**config.mk**
```make
export PLATFORM = sky130hd
export DESIGN_NAME = gaze_sched
export DESIGN_NICKNAME = d
export VERILOG_FILES = /design/src/rtl/gaze_sched.sv
export SDC_FILE = /design/constraint.sdc
export NUM_CORES = 1
export LEC_CHECK = 0
export CORE_MARGIN = 5
export CORE_UTILIZATION = 60
export CTS_CLUSTER_DIAMETER = 80
export DETAILED_ROUTE_END_ITERATION = 6
export DONT_BUFFER_PORTS = 1
export PLACE_DENSITY = 0.76
export SLEW_MARGIN = 20
export SYNTH_ARGS = -nofsm -noshare
export SYNTH_HDL_FRONTEND = slang
export SYNTH_SLANG_ARGS = --single-unit
```
**constraint.sdc**
```tcl
create_clock -name clk -period 2.89 [get_ports clk]
set_input_delay 0.578 -clock clk [delete_from_list [all_inputs] [get_ports clk]]
set_output_delay 0.578 -clock clk [all_outputs]
set_load 0.02 [all_outputs]
```
**src/rtl/gaze_sched.sv**
```systemverilog
// Gaze direction scheduler: manual jog requests take priority over an automatic
// right/down/left/up raster scan that starts after a programmable idle period.
`timescale 1ns/1ps
module gaze_sched #(
    parameter int unsigned IDLE_MS = 2000,
    parameter int unsigned STEP_MS = 20,
    parameter int unsigned STEP_N  = 16
) (
    input  logic       clk,
    input  logic       rst,
    input  logic       tick_1khz,
    input  logic       auto_en,
    input  logic       man_left,
    input  logic       man_right,
    input  logic       man_up,
    input  logic       man_down,
    output logic       left_dir,
    output logic       right_dir,
    output logic       up_dir,
    output logic       down_dir,
    output logic [1:0] mode,
    output logic [1:0] scan_leg
);
    localparam int unsigned IW = $clog2(IDLE_MS + 1);
    localparam int unsigned TW = $clog2(STEP_MS + 1);
    localparam int unsigned SW = $clog2(STEP_N + 1);
    localparam logic [IW-1:0] IdleLast = IW'(IDLE_MS - 1);
    localparam logic [TW-1:0] TickLast = TW'(STEP_MS - 1);
    localparam logic [SW-1:0] StepLast = SW'(STEP_N - 1);

    typedef enum logic [1:0] {StIdle = 2'b00, StManual = 2'b01, StScan = 2'b10} state_e;

    state_e        state_q, state_d;
    logic [3:0]    man_s1_q, man_s2_q;   // {left, right, up, down}
    logic [IW-1:0] idle_cnt_q, idle_cnt_d;
    logic [TW-1:0] tick_cnt_q, tick_cnt_d;
    logic [SW-1:0] step_cnt_q, step_cnt_d;
    logic [1:0]    leg_q, leg_d;
    logic [3:0]    dir_q, dir_d;         // {left, right, up, down}
    logic          manual;
    logic [3:0]    man_dir;
    logic [3:0]    leg_dir;

    assign manual  = |man_s2_q;
    // Opposing requests on one axis cancel that axis only.
    assign man_dir = {man_s2_q[3] & ~man_s2_q[2], man_s2_q[2] & ~man_s2_q[3],
                      man_s2_q[1] & ~man_s2_q[0], man_s2_q[0] & ~man_s2_q[1]};

    always_comb begin
        leg_dir = 4'b0000;
        unique case (leg_q)
            2'd0: leg_dir = 4'b0100;
            2'd1: leg_dir = 4'b0001;
            2'd2: leg_dir = 4'b1000;
            2'd3: leg_dir = 4'b0010;
            default: leg_dir = 4'b0000;
        endcase
    end

    always_ff @(posedge clk) begin
        if (rst) begin
            state_q <= StIdle;
        end else begin
            state_q <= state_d;
        end
    end

    always_comb begin
        state_d = state_q;
        unique case (state_q)
            StIdle: begin
                if (manual) begin
                    state_d = StManual;
                end else if (tick_1khz && auto_en && idle_cnt_q == IdleLast) begin
                    state_d = StScan;
                end
            end
            StManual: if (!manual) state_d = StIdle;
            StScan: begin
                if (manual) begin
                    state_d = StManual;
                end else if (!auto_en) begin
                    state_d = StIdle;
                end
            end
            default: state_d = StIdle;
        endcase
    end

    always_comb begin
        idle_cnt_d = idle_cnt_q;
        tick_cnt_d = tick_cnt_q;
        step_cnt_d = step_cnt_q;
        leg_d      = leg_q;
        dir_d      = 4'b0000;
        unique case (state_q)
            StIdle: begin
                tick_cnt_d = '0;
                step_cnt_d = '0;
                if (manual) begin
                    idle_cnt_d = idle_cnt_q;
                end else if (!auto_en) begin
                    idle_cnt_d = '0;
                end else if (tick_1khz) begin
                    if (idle_cnt_q == IdleLast) begin
                        idle_cnt_d = '0;
                        leg_d      = 2'd0;
                    end else begin
                        idle_cnt_d = idle_cnt_q + IW'(1);
                    end
                end
            end
            StManual: begin
                if (!manual) begin
                    idle_cnt_d = '0;
                    tick_cnt_d = '0;
                end else if (tick_1khz) begin
                    // Pulse on the tick where the count sits at zero, i.e. the first one.
                    if (tick_cnt_q == '0) dir_d = man_dir;
                    tick_cnt_d = (tick_cnt_q == TickLast) ? '0 : tick_cnt_q + TW'(1);
                end
            end
            StScan: begin
                if (manual) begin
                    tick_cnt_d = '0;
                end else if (!auto_en) begin
                    idle_cnt_d = '0;
                    tick_cnt_d = '0;
                end else if (tick_1khz) begin
                    if (tick_cnt_q == TickLast) begin
                        tick_cnt_d = '0;
                        dir_d      = leg_dir;
                        if (step_cnt_q == StepLast) begin
                            step_cnt_d = '0;
                            leg_d      = leg_q + 2'd1;
                        end else begin
                            step_cnt_d = step_cnt_q + SW'(1);
                        end
                    end else begin
                        tick_cnt_d = tick_cnt_q + TW'(1);
                    end
                end
            end
            default: begin
                idle_cnt_d = '0;
                tick_cnt_d = '0;
                step_cnt_d = '0;
                leg_d      = 2'd0;
            end
        endcase
    end

    always_ff @(posedge clk) begin
        if (rst) begin
            man_s1_q   <= 4'b0000;
            man_s2_q   <= 4'b0000;
            idle_cnt_q <= '0;
            tick_cnt_q <= '0;
            step_cnt_q <= '0;
            leg_q      <= 2'd0;
            dir_q      <= 4'b0000;
        end else begin
            man_s1_q   <= {man_left, man_right, man_up, man_down};
            man_s2_q   <= man_s1_q;
            idle_cnt_q <= idle_cnt_d;
            tick_cnt_q <= tick_cnt_d;
            step_cnt_q <= step_cnt_d;
            leg_q      <= leg_d;
            dir_q      <= dir_d;
        end
    end

    assign {left_dir, right_dir, up_dir, down_dir} = dir_q;
    assign mode     = state_q;
    assign scan_leg = leg_q;

endmodule

```
==> flow_summary_export.csv <==
group,metric,value,unit
synthesis,synth_seq_area_share,41.9,%
power_and_ir_drop,ir_worst_vdd,424,uV
floorplan,core_area,2780,sq um
sta,hold_viol_final,0,
detailed_routing,ant_nets,0,
floorplan,placementRows,19,
place,gp_congestion,0.858,
detailed_routing,wl_per_cell,14.0,um
sta,skew,0.00701,ns
clocking,worst_skew_pair.late_latency,0.35,ns
floorplan,die_x,64.3,um
detailed_routing,vias,1383,
synthesis,synth_most_common_cell,"dfxtp_1",
clocking,cts_root_buf,"clkbuf_4",
sta,rsz0062_at_grt,"false",
clocking,clk_pin_slew,0.11,ns
synthesis,ys_ff_latch,37,
floorplan,die_height,64.3,um
synthesis,synthTopCellsByCount,"37 x dfxtp_1, 25 x nor2_1, 14 x nand2_1",
global_routing,track_usage,17.6,%
synthesis,synth_cells,201,
cells_and_area,fin_nets,223,
clocking,cts_tree,"yes",
flow_run,timing.max_cap.violations,0,
global_routing,grt-ovfl-total,0,
detailed_routing,dr.pass1.iters,4,
clocking,cts_post_setup_buffers_inserted,0,
cells_and_area,diodes,0,
global_routing,antenna_found_initial,0,
detailed_routing,drt_iter0_markers,77,
detailed_routing,avgViaCountPerCell,5.86,
synthesis,synth_ff_type,"dfxtp_1",
clocking,cts_resized,0,
clocking,clock_sinks,37,
critical_path,worstPathArrival,2.42,ns
sta,worstMarginPinSlew,0.803,ns
synthesis,avgSynthCellArea,8.80,sq um
synthesis,syn_nets,220,
synthesis,syn-cell-area,1770,sq um
sta,period_needed,2.17,ns
power_and_ir_drop,power.density,475,nW/um^2
global_routing,grt_pass1_wl,5780,um
detailed_routing,wl,3310,um
outcome,outcome,"finished clean",
clocking,cts-buffers-inserted,5,
critical_path,path_max_fanout,11,
sta,fin_crit_sh,75.2,%
synthesis,ys_warn_count,0,
synthesis,yosysTopAreaCell,"dfxtp_1",
clocking,cts_max_level,2,
power_and_ir_drop,p_total,0.878,mW
sta,slew_violations,0,
floorplan,die-area,4130,sq um
global_routing,grt_pass1_vias,1264,
detailed_routing,drc,0,
synthesis,ys_types,40,
place,io_buffers,0,
floorplan,io_pins,16,
sta,fmaxAchievable,460,MHz
cells_and_area,synthToLayoutAreaGrowth,4.53,%
synthesis,synthArstFlopShare,0,%
power_and_ir_drop,p_leak,0.645,nW
cells_and_area,drive_above_1_share,6.34,%
clocking,clk_path_buf_depth,2,
floorplan,start_util,63.6,%
global_routing,grt_max_degree,20,
sta,setup_violations,0,
worst_hold_path,hold_path_class,"input port to flip-flop",
clocking,cts_hold_buf,0,
synthesis,post-synth-top-area-fraction,41.9,%
critical_path,start_kind,"flip-flop",
critical_path,critPathCaptureType,"flip-flop",
sta,relSlewSlack,45.7,%
place,post-dp-hpwl,2340,um
synthesis,synth_edf_count,0,
sta,worst_hold_slack,0.276,ns
critical_path,worstSetupPathType,"flip-flop to flip-flop",
sta,tns,0,ns
critical_path,required,3.13,ns
synthesis,synth_area_leaders,"dfxtp_1 42%, ha_1 7.8%, nor2_1 5.3%",
cells_and_area,finalCoreUtilization,66.5,%
[cells by family after synthesis]
| logic type | Yosys count | share of synthesized area, % |
|---|---|---|
| AND/OR/NAND/NOR | 89 | 26.9 |
| adder cells (fa/ha/maj) | 11 | 7.78 |
| XOR/XNOR | 14 | 6.93 |
| multiplexers | 3 | 1.77 |
| buffers and inverters | 18 | 3.96 |
| flip-flops | 37 | 41.9 |
| AO/OA/AOI/OAI | 29 | 10.8 |
[flip-flops by register name, summed over array words and instances (netlist names)]
name and cells:
mode 2, dir_q 4, step_cnt_q 5, idle_cnt_q 11, man_s2_q 4, tick_cnt_q 5
man_s1_q 4, scan_leg 2
[critical path: stages, from the launching register on]
cell and delay, ns:
dfxtp_1 0.52, inv_1 0.11, ha_1 0.28, nor2b_1 0.17
o21ai_1 0.51, a31o_2 0.40, nor2_1 0.08
[metrics by stage]
stage | setup slack [ns] | instances | instance area (sq um)
after global routing | 0.587 | 236 | 1850
after floorplan | 0.830 | 201 | 1770
final | 0.716 | 236 | 1850
after CTS | 0.733 | 236 | 1850
after global placement | 0.774 | 228 | 1790
after detailed placement | 0.758 | 228 | 1790
[placed cells by master, fill, tap and decap left out, types with 2 or more instances in the layout]
cell type  Yosys  final
dfxtp_1       37     37
nor2_1        25     25
nand2_1       14     14
inv_1         13     13
nor2b_1       11     11
ha_1          11     11
xor2_1         9      9
a21oi_1        8      8
nand4_1        7      7
nand3_1        7      7
nor4_1         5      5
xnor2_1        5      5
clkbuf_4       0      5
a32oi_1        4      4
o21ai_0        4      4
o21ai_1        3      3
or3_1          3      3
nand4bb_1      2      2
o41ai_1        2      2
and3_1         2      2
o21a_1         2      2
mux2i_1        2      2
nand3b_1       2      2
and4_1         2      2
nor3_1         2      2
clkinv_2       0      2
[routing by layer]
| layer | share of wire [%] | vias to the layer above | wire, um | track usage [%] |
|---|---|---|---|---|
| li1 | - | 709 | - | - |
| met1 | 50 | 631 | 1660 | 23.2 |
| met2 | 42 | 35 | 1380 | 24.5 |
| met3 | 5.6 | 8 | 184 | 6.83 |
| met4 | 2.6 | 0 | 87 | 9.16 |
| met5 | 0 | - | 0 | 0 |
[layout make-up]
type | instances | area [sq um]
clock inverters | 3 | 17.5
fillers | 243 | 932
multi-input cells | 146 | 958
repair buffers | 1 | 7.51
inverters | 13 | 48.8
clock buffers | 5 | 37.5
well taps | 31 | 38.8
flip-flops and latches | 37 | 741
[path summary, 6_finish.rpt]
kind / slack [ns] / end / from / depth (start not counted)
hold reg to reg: 0.45 / man_s2_q[1] / man_s1_q[1] / 1
setup reg to reg: 0.72 / idle_cnt_q[5] / mode[0] / 6
hold / removal: 0.28 / man_s1_q[0] / rst / 1
setup / recovery: 0.72 / idle_cnt_q[5] / mode[0] / 6
[power by group]
group	switching (mW)	leakage, nW	internal [mW]
clock network	0.175	0.0310	0.0916
logic	0.0479	0.314	0.0322
registers	0.0110	0.300	0.520
Power figures use the tool's default switching activity.
